### src/rtl/dmem_pkg.sv
// dmem_pkg: shared types and helpers for the data-memory responder.
//   state_t    - responder FSM states (IDLE / WAIT / RESP)
//   WORD_W     - data word width in bits
//   BE_W       - number of byte enables per word
//   LAT_W      - width of the wait-latency counter (LATENCY range 0..15)
//   word_index - byte address to word index, wrapped modulo depth words
package dmem_pkg;

  typedef enum logic [1:0] {
    IDLE = 2'd0,
    WAIT = 2'd1,
    RESP = 2'd2
  } state_t;

  localparam int WORD_W = 32;
  localparam int BE_W   = 4;
  localparam int LAT_W  = 4;

  // Drops the byte offset and wraps to the array size. depth must be a
  // power of two, so masking with depth-1 is the modulo.
  function automatic logic [31:0] word_index(input logic [31:0] addr,
                                             input int unsigned depth);
    return (addr >> 2) & (depth - 1);
  endfunction

endpackage

### src/rtl/dmem_array.sv
// dmem_array: DEPTH x 32-bit word storage with per-byte write enables.
// Ports:
//   clock   - rising-edge clock
//   reset   - asynchronous active-low clear of every word and the read register
//   wr_en   - write the lanes selected by be at addr
//   be      - byte enables, bit i covers wdata[8i+7:8i]
//   addr    - word index
//   wdata   - write data
//   rd_en   - register the word at addr into rdata
//   clr_en  - register zero into rdata (used when no read data is returned)
//   rdata   - registered read data, holds between accesses
module dmem_array
  import dmem_pkg::*;
#(
  parameter int DEPTH = 32
) (
  input  logic                     clock,
  input  logic                     reset,
  input  logic                     wr_en,
  input  logic [BE_W-1:0]          be,
  input  logic [$clog2(DEPTH)-1:0] addr,
  input  logic [WORD_W-1:0]        wdata,
  input  logic                     rd_en,
  input  logic                     clr_en,
  output logic [WORD_W-1:0]        rdata
);

  // Storage is split into one array per byte lane so each lane has a
  // single writer and its own registered read slice.
  genvar gi;
  generate
    for (gi = 0; gi < BE_W; gi++) begin : g_lane
      logic [7:0] lane_reg [DEPTH];
      logic [7:0] rd_byte_reg;

      always_ff @(posedge clock or negedge reset) begin
        if (!reset) begin
          for (int i = 0; i < DEPTH; i++) begin
            lane_reg[i] <= '0;
          end
        end else if (wr_en && be[gi]) begin
          lane_reg[addr] <= wdata[8*gi +: 8];
        end
      end

      always_ff @(posedge clock or negedge reset) begin
        if (!reset) begin
          rd_byte_reg <= '0;
        end else if (rd_en) begin
          rd_byte_reg <= lane_reg[addr];
        end else if (clr_en) begin
          rd_byte_reg <= '0;
        end
      end

      assign rdata[8*gi +: 8] = rd_byte_reg;
    end
  endgenerate

endmodule

### src/rtl/dmem_responder.sv
// dmem_responder: load/store responder with a programmable wait latency.
// One transaction is outstanding at a time: accept in IDLE, count LATENCY
// wait cycles, perform the access on the edge into RESP, then hold the
// response until the core takes it.
// Ports:
//   clock, reset            - clock and asynchronous active-low reset
//   req_valid / req_ready   - request handshake (req_ready decoded from state)
//   req_write, req_addr,
//   req_wdata, req_be       - request payload (store flag, byte address,
//                             store data, store byte enables)
//   rsp_valid / rsp_ready   - response handshake
//   rsp_rdata               - load data, 0 for stores and rejected requests
//   rsp_err                 - request rejected by the address check
// Build option: DMEM_RANGE_CHECK_EN enables the address check (misaligned
// or beyond DEPTH words -> error, no write). Without it rsp_err stays 0 and
// addresses wrap modulo DEPTH words.
module dmem_responder
  import dmem_pkg::*;
#(
  parameter int DEPTH   = 32,
  parameter int LATENCY = 1
) (
  input  logic              clock,
  input  logic              reset,
  input  logic              req_valid,
  output logic              req_ready,
  input  logic              req_write,
  input  logic [31:0]       req_addr,
  input  logic [WORD_W-1:0] req_wdata,
  input  logic [BE_W-1:0]   req_be,
  output logic              rsp_valid,
  input  logic              rsp_ready,
  output logic [WORD_W-1:0] rsp_rdata,
  output logic              rsp_err
);

  localparam int AW = $clog2(DEPTH);
  localparam logic [LAT_W-1:0] CNT_INIT = LAT_W'((LATENCY == 0) ? 0 : LATENCY - 1);

  state_t            state_reg, state_next;
  logic [LAT_W-1:0]  cnt_reg, cnt_next;
  logic              write_reg;
  logic [31:0]       addr_reg;
  logic [WORD_W-1:0] wdata_reg;
  logic [BE_W-1:0]   be_reg;
  logic              err_reg;

  logic              accept;
  logic              access;
  logic              acc_write;
  logic [31:0]       acc_addr;
  logic [WORD_W-1:0] acc_wdata;
  logic [BE_W-1:0]   acc_be;
  logic              acc_err;
  logic [AW-1:0]     acc_index;

  // Next-state and handshake decode.
  always_comb begin
    state_next = state_reg;
    cnt_next   = cnt_reg;
    accept     = 1'b0;
    access     = 1'b0;
    req_ready  = 1'b0;
    rsp_valid  = 1'b0;
    case (state_reg)
      IDLE: begin
        req_ready = 1'b1;
        if (req_valid) begin
          accept = 1'b1;
          if (LATENCY == 0) begin
            access     = 1'b1;
            state_next = RESP;
          end else begin
            cnt_next   = CNT_INIT;
            state_next = WAIT;
          end
        end
      end
      WAIT: begin
        if (cnt_reg == '0) begin
          access     = 1'b1;
          state_next = RESP;
        end else begin
          cnt_next = cnt_reg - 1'b1;
        end
      end
      RESP: begin
        rsp_valid = 1'b1;
        if (rsp_ready) begin
          state_next = IDLE;
        end
      end
      default: state_next = IDLE;
    endcase
  end

  // With zero latency the access happens on the accept edge, so the
  // request is taken straight from the ports rather than from the latch.
  always_comb begin
    acc_write = write_reg;
    acc_addr  = addr_reg;
    acc_wdata = wdata_reg;
    acc_be    = be_reg;
    if (state_reg == IDLE) begin
      acc_write = req_write;
      acc_addr  = req_addr;
      acc_wdata = req_wdata;
      acc_be    = req_be;
    end
  end

  assign acc_index = AW'(word_index(acc_addr, DEPTH));

`ifdef DMEM_RANGE_CHECK_EN
  assign acc_err = (acc_addr[1:0] != 2'b00) || ((acc_addr >> (AW + 2)) != '0);
`else
  assign acc_err = 1'b0;
`endif

  always_ff @(posedge clock or negedge reset) begin
    if (!reset) begin
      state_reg <= IDLE;
      cnt_reg   <= '0;
      write_reg <= 1'b0;
      addr_reg  <= '0;
      wdata_reg <= '0;
      be_reg    <= '0;
      err_reg   <= 1'b0;
    end else begin
      state_reg <= state_next;
      cnt_reg   <= cnt_next;
      if (accept) begin
        write_reg <= req_write;
        addr_reg  <= req_addr;
        wdata_reg <= req_wdata;
        be_reg    <= req_be;
      end
      if (access) begin
        err_reg <= acc_err;
      end
    end
  end

  assign rsp_err = err_reg;

  // Rejected requests neither write nor read; they return zero data.
  dmem_array #(
    .DEPTH(DEPTH)
  ) u_array (
    .clock  (clock),
    .reset  (reset),
    .wr_en  (access && acc_write && !acc_err),
    .be     (acc_be),
    .addr   (acc_index),
    .wdata  (acc_wdata),
    .rd_en  (access && !acc_write && !acc_err),
    .clr_en (access && (acc_write || acc_err)),
    .rdata  (rsp_rdata)
  );

endmodule
### config.mk
export PLATFORM = sky130hd
export DESIGN_NAME = dmem_responder
export DESIGN_NICKNAME = d
export VERILOG_FILES = /design/src/rtl/dmem_pkg.sv /design/src/rtl/dmem_array.sv /design/src/rtl/dmem_responder.sv
export SDC_FILE = /design/constraint.sdc
export NUM_CORES = 2
export LEC_CHECK = 0
export ABC_AREA = 1
export CAP_MARGIN = 5
export CORE_ASPECT_RATIO = 1.25
export CORE_MARGIN = 2
export CORE_UTILIZATION = 50
export CTS_CLUSTER_DIAMETER = 100
export CTS_CLUSTER_SIZE = 12
export DETAILED_ROUTE_END_ITERATION = 12
export PLACE_DENSITY = 0.66
export SLEW_MARGIN = 15
export SYNTH_ARGS = -nofsm -noshare
export SYNTH_HDL_FRONTEND = slang
export SYNTH_SLANG_ARGS = --single-unit
### constraint.sdc
create_clock -name clock -period 3.3 [get_ports clock]
set_clock_uncertainty 0.05 [all_clocks]
set_input_delay 0.495 -clock clock [delete_from_list [all_inputs] [get_ports clock]]
set_output_delay 0.495 -clock clock [all_outputs]
set_load 0.01 [all_outputs]
==> impl_metrics.py <==
metrics = {
    "outcome": {
        "status": "finished clean",
    },
    "layout": {
        "drive_gt1_frac": 0.0564,
        "stdcell_area_mm2": 0.0581,
        "syn2layout_area_growth_pct": 11.0,
        "finalNetCount": 7124,
        "layoutNonFillerInstCount": 8396,
        "largest_reg_flops": 1024,
    },
    "synthesis": {
        "synth_cell_types": 32,
        "synth-xor-area-share": 0,
        "syn_nets": 7191,
        "synth_top_family_by_area": "simple AND/OR/NAND/NOR gates",
        "synth_area_mm2": 0.0523,
        "synth_cells": 7117,
        "synthSimpleGateAreaFrac": 0.259,
        "yosys-mux-area-fraction": 0.00368,
        "ys_seq_area_frac": 0.528,
        "yosys.area_share.adder": 0.000239,
        "ys_seq_elements": 1104,
        "ys_warn_count": 0,
        "synth_compound_area_frac": 0.130,
        "avgSynthCellArea_um2": 7.35,
    },
    "sta": {
        "tightest_slew_ns": 1.12,
        "relSlewSlack": 0.255,
        "final.min_clock_period_ns": 3.11,
        "drv_slew": 0,
        "timing.fmax_mhz": 322,
        "holdWs_ns": 0.295,
        "rsz0062_at_grt": "false",
        "setup_violations": 0,
        "layout_setup_ws_ns": 0.195,
        "hold_viol_final": 0,
        "setup_tns_ns": 0,
        "fin_crit_sh": 0.941,
    },
    "floorplanning": {
        "core_area_mm2": 0.104,
        "ios": 108,
        "die_h_um": 366,
        "placement_rows": 132,
        "start_util": 0.505,
        "die_x_um": 293,
        "die_area_mm2": 0.107,
    },
    "clocking": {
        "ctsLongestPathBuffers": 3,
        "numCtsBuffers": 101,
        "cts_tree": "built",
        "cts_sinks": 1104,
        "root_buffer": "clkbuf_16",
        "clk_pin_slew_ns": 0.06,
        "cts_max_level": 3,
        "clock_latency_ns": 0.71,
    },
    "pwr": {
        "p_leak_nw": 28.3,
        "peakVddDrop_v": 0.000772,
        "p_per_area_mw_per_mm2": 991,
    },
    "route": {
        "vias": 44586,
        "wirelength_mm": 152,
        "drtAntennaViolNets": 0,
        "via_per_inst": 5.31,
        "route.detailed.drc": 0,
        "dr.pass1.iters": 6,
        "drt_iter0_drc": 4474,
        "drt-wirelength-per-cell_um": 18.1,
    },
    "global_route": {
        "met2_usage": 0.453,
        "grt_pass1_wl_mm": 242,
        "first_global_vias": 41584,
        "grt-ovfl-total": 0,
        "grt_util_met3": 0.0370,
        "grtUsageMet1": 0.408,
        "grt_busiest_layer": "met2",
        "antenna_found_initial": 0,
        "track_usage": 0.288,
        "grt_max_degree": 119,
    },
    "critical_path": {
        "path_class": "flip-flop to flip-flop",
        "crit_path_end_kind": "flip-flop",
        "startpoint_type": "flip-flop",
        "cp_slowest_cell": "o21ai_2",
        "critPathTopFamily": "simple AND/OR/NAND/NOR gates",
        "slowest_delay_ns": 0.55,
        "required_ns": 3.84,
        "crit_path_cell_trace": "nor2_4 > buf_4 > o21ai_2 > inv_2 > nor3_4 > inv_2 > nor2_2 > nand2_1 > o21ai_0",
        "rrSetupSlack_ns": 0.19,
        "worst-path-max-fanout": 16,
        "path_common_cell": "inv_2",
        "critPathBufInv": 3,
        "cp.arrival_ns": 3.65,
    },
    "placement": {
        "dp_slack_ns": -0.202,
        "postPlaceCellArea_mm2": 0.0554,
        "dpl.hpwl_mm": 95.7,
        "gp_congestion": 0.859,
        "dpl.cell_count": 8282,
        "io_buffers": 79,
    },
    "run": {
        "maxCapViolCount": 0,
    },
    "hold_path": {
        "min_path_type": "input pin to flip-flop",
    },
}
## worst paths after layout
path                       cells past startpoint                          endpoint                              from
hold / removal                                 2                      state_reg[1]                         rsp_ready
setup reg to reg                               9    u_array.g_lane[2].lane_reg[39]                      state_reg[1]
max in group asynchronous                      3   u_array.g_lane[0].lane_reg[236]                             reset
setup / recovery                               9    u_array.g_lane[2].lane_reg[39]                      state_reg[1]
hold reg to reg                                2  u_array.g_lane[3].rd_byte_reg[6]  u_array.g_lane[3].rd_byte_reg[6]
min in group asynchronous                      2   u_array.g_lane[1].lane_reg[146]                             reset
## per-layer routing
metal | share of wire | vias up | wire length (um)
li1 | - | 21721 | -
met1 | 0.44 | 21345 | 67600
met2 | 0.46 | 1291 | 69800
met3 | 0.062 | 229 | 9450
met4 | 0.036 | 0 | 5430
met5 | 0 | - | 0
## metrics by stage
| stage | power, mW | utilization |
|---|---|---|
| final | 57.6 | 0.560 |
| after floorplan | 36.5 | - |
| after global routing | 62.2 | 0.560 |
| after global placement | 46.6 | 0.534 |
| after detailed placement | 47.0 | 0.534 |
| after CTS | 57.6 | 0.559 |
## cell usage after synthesis
| library cell | number | area (um^2) |
|---|---|---|
| buf_4 | 2 | 15.0 |
| buf_1 | 36 | 135 |
| o21ai_0 | 1164 | 5830 |
| buf_6 | 2 | 22.5 |
| nor3_1 | 2 | 10.0 |
| buf_2 | 73 | 365 |
| mux2i_1 | 8 | 80.1 |
| clkinv_1 | 1 | 3.75 |
| a211oi_2 | 2 | 25.0 |
| ha_1 | 1 | 12.5 |
| nand3b_1 | 1 | 7.51 |
| a21oi_2 | 2 | 17.5 |
| nor2_2 | 9 | 56.3 |
| mux2_2 | 10 | 113 |
| nand4_1 | 1 | 6.26 |
| o21ai_1 | 149 | 746 |
| nor3_4 | 2 | 32.5 |
| nand3_1 | 51 | 255 |
| o21ai_4 | 1 | 16.3 |
| nor2_4 | 1 | 11.3 |
| clkbuf_1 | 333 | 1250 |
| inv_1 | 611 | 2290 |
| inv_2 | 9 | 33.8 |
| nand2_1 | 3065 | 11500 |
| o31ai_1 | 1 | 7.51 |
| dfrtp_1 | 1104 | 27600 |
| conb_1 | 1 | 3.75 |
| a21oi_1 | 32 | 160 |
| o21ai_2 | 3 | 26.3 |
| nand2_2 | 1 | 6.26 |
| nor3_2 | 3 | 30.0 |
| nor2_1 | 436 | 1640 |
## report_power, final
part	switching (mW)	leakage, nW	internal, mW	total, mW
logic	19.3	11.8	8.64	27.9
clock network	4.98	1.29	5.48	10.5
registers	1.97	15.2	17.2	19.2
## area by class of cell
cell class,count,area (um^2)
multi-input combinational,4946,20900
timing repair buffer,276,2890
inverter,621,2340
clock buffer,103,2580
clock inverter,5,43.8
fill,9897,45700
sequential,1104,27600
antenna,1,2.50
tap,1340,1680
## placed cells by master, fill, tap and decap left out, types with 2 or more instances in the layout
master           synthesis  final
a21oi_1                 32     32
a211oi_4                 0      2
o21ai_0               1164   1140
clkdlybuf4s50_1          0     78
nor2_1                 436    434
nand2_4                  0      2
inv_1                  611    611
mux2_2                  10     10
buf_4                    2    146
o21ai_2                  3     26
dfrtp_1               1104   1104
nand3_1                 51     51
nor2_4                   1      3
o21ai_1                149    148
nand2_1               3065   3052
o21ai_4                  1      3
a21oi_2                  2      2
buf_12                   0     49
clkbuf_16                0    103
nand2_2                  1     11
inv_6                    0      5
inv_2                    9      9
nor3_4                   2      5
nor2_2                   9      9
mux2i_4                  0      8
## what timing repair did
item / in CTS / in global routing
hold buffers: 1 / 0
resized for setup: 7 / 7
setup endpoints to repair: 83 / 457
pin swaps: 0 / 1
buffers inserted: 0 / 4
hold endpoints to repair: 23 / 0
## cell families after synthesis
family                   count (synthesis)
flip-flops                            1104
multiplexers                            18
other                                    1
AND/OR/NAND/NOR                       3572
AO/OA/AOI/OAI                         1354
buffers and inverters                 1067
adder cells (fa/ha/maj)                  1
(Power assumes the default switching activity.)
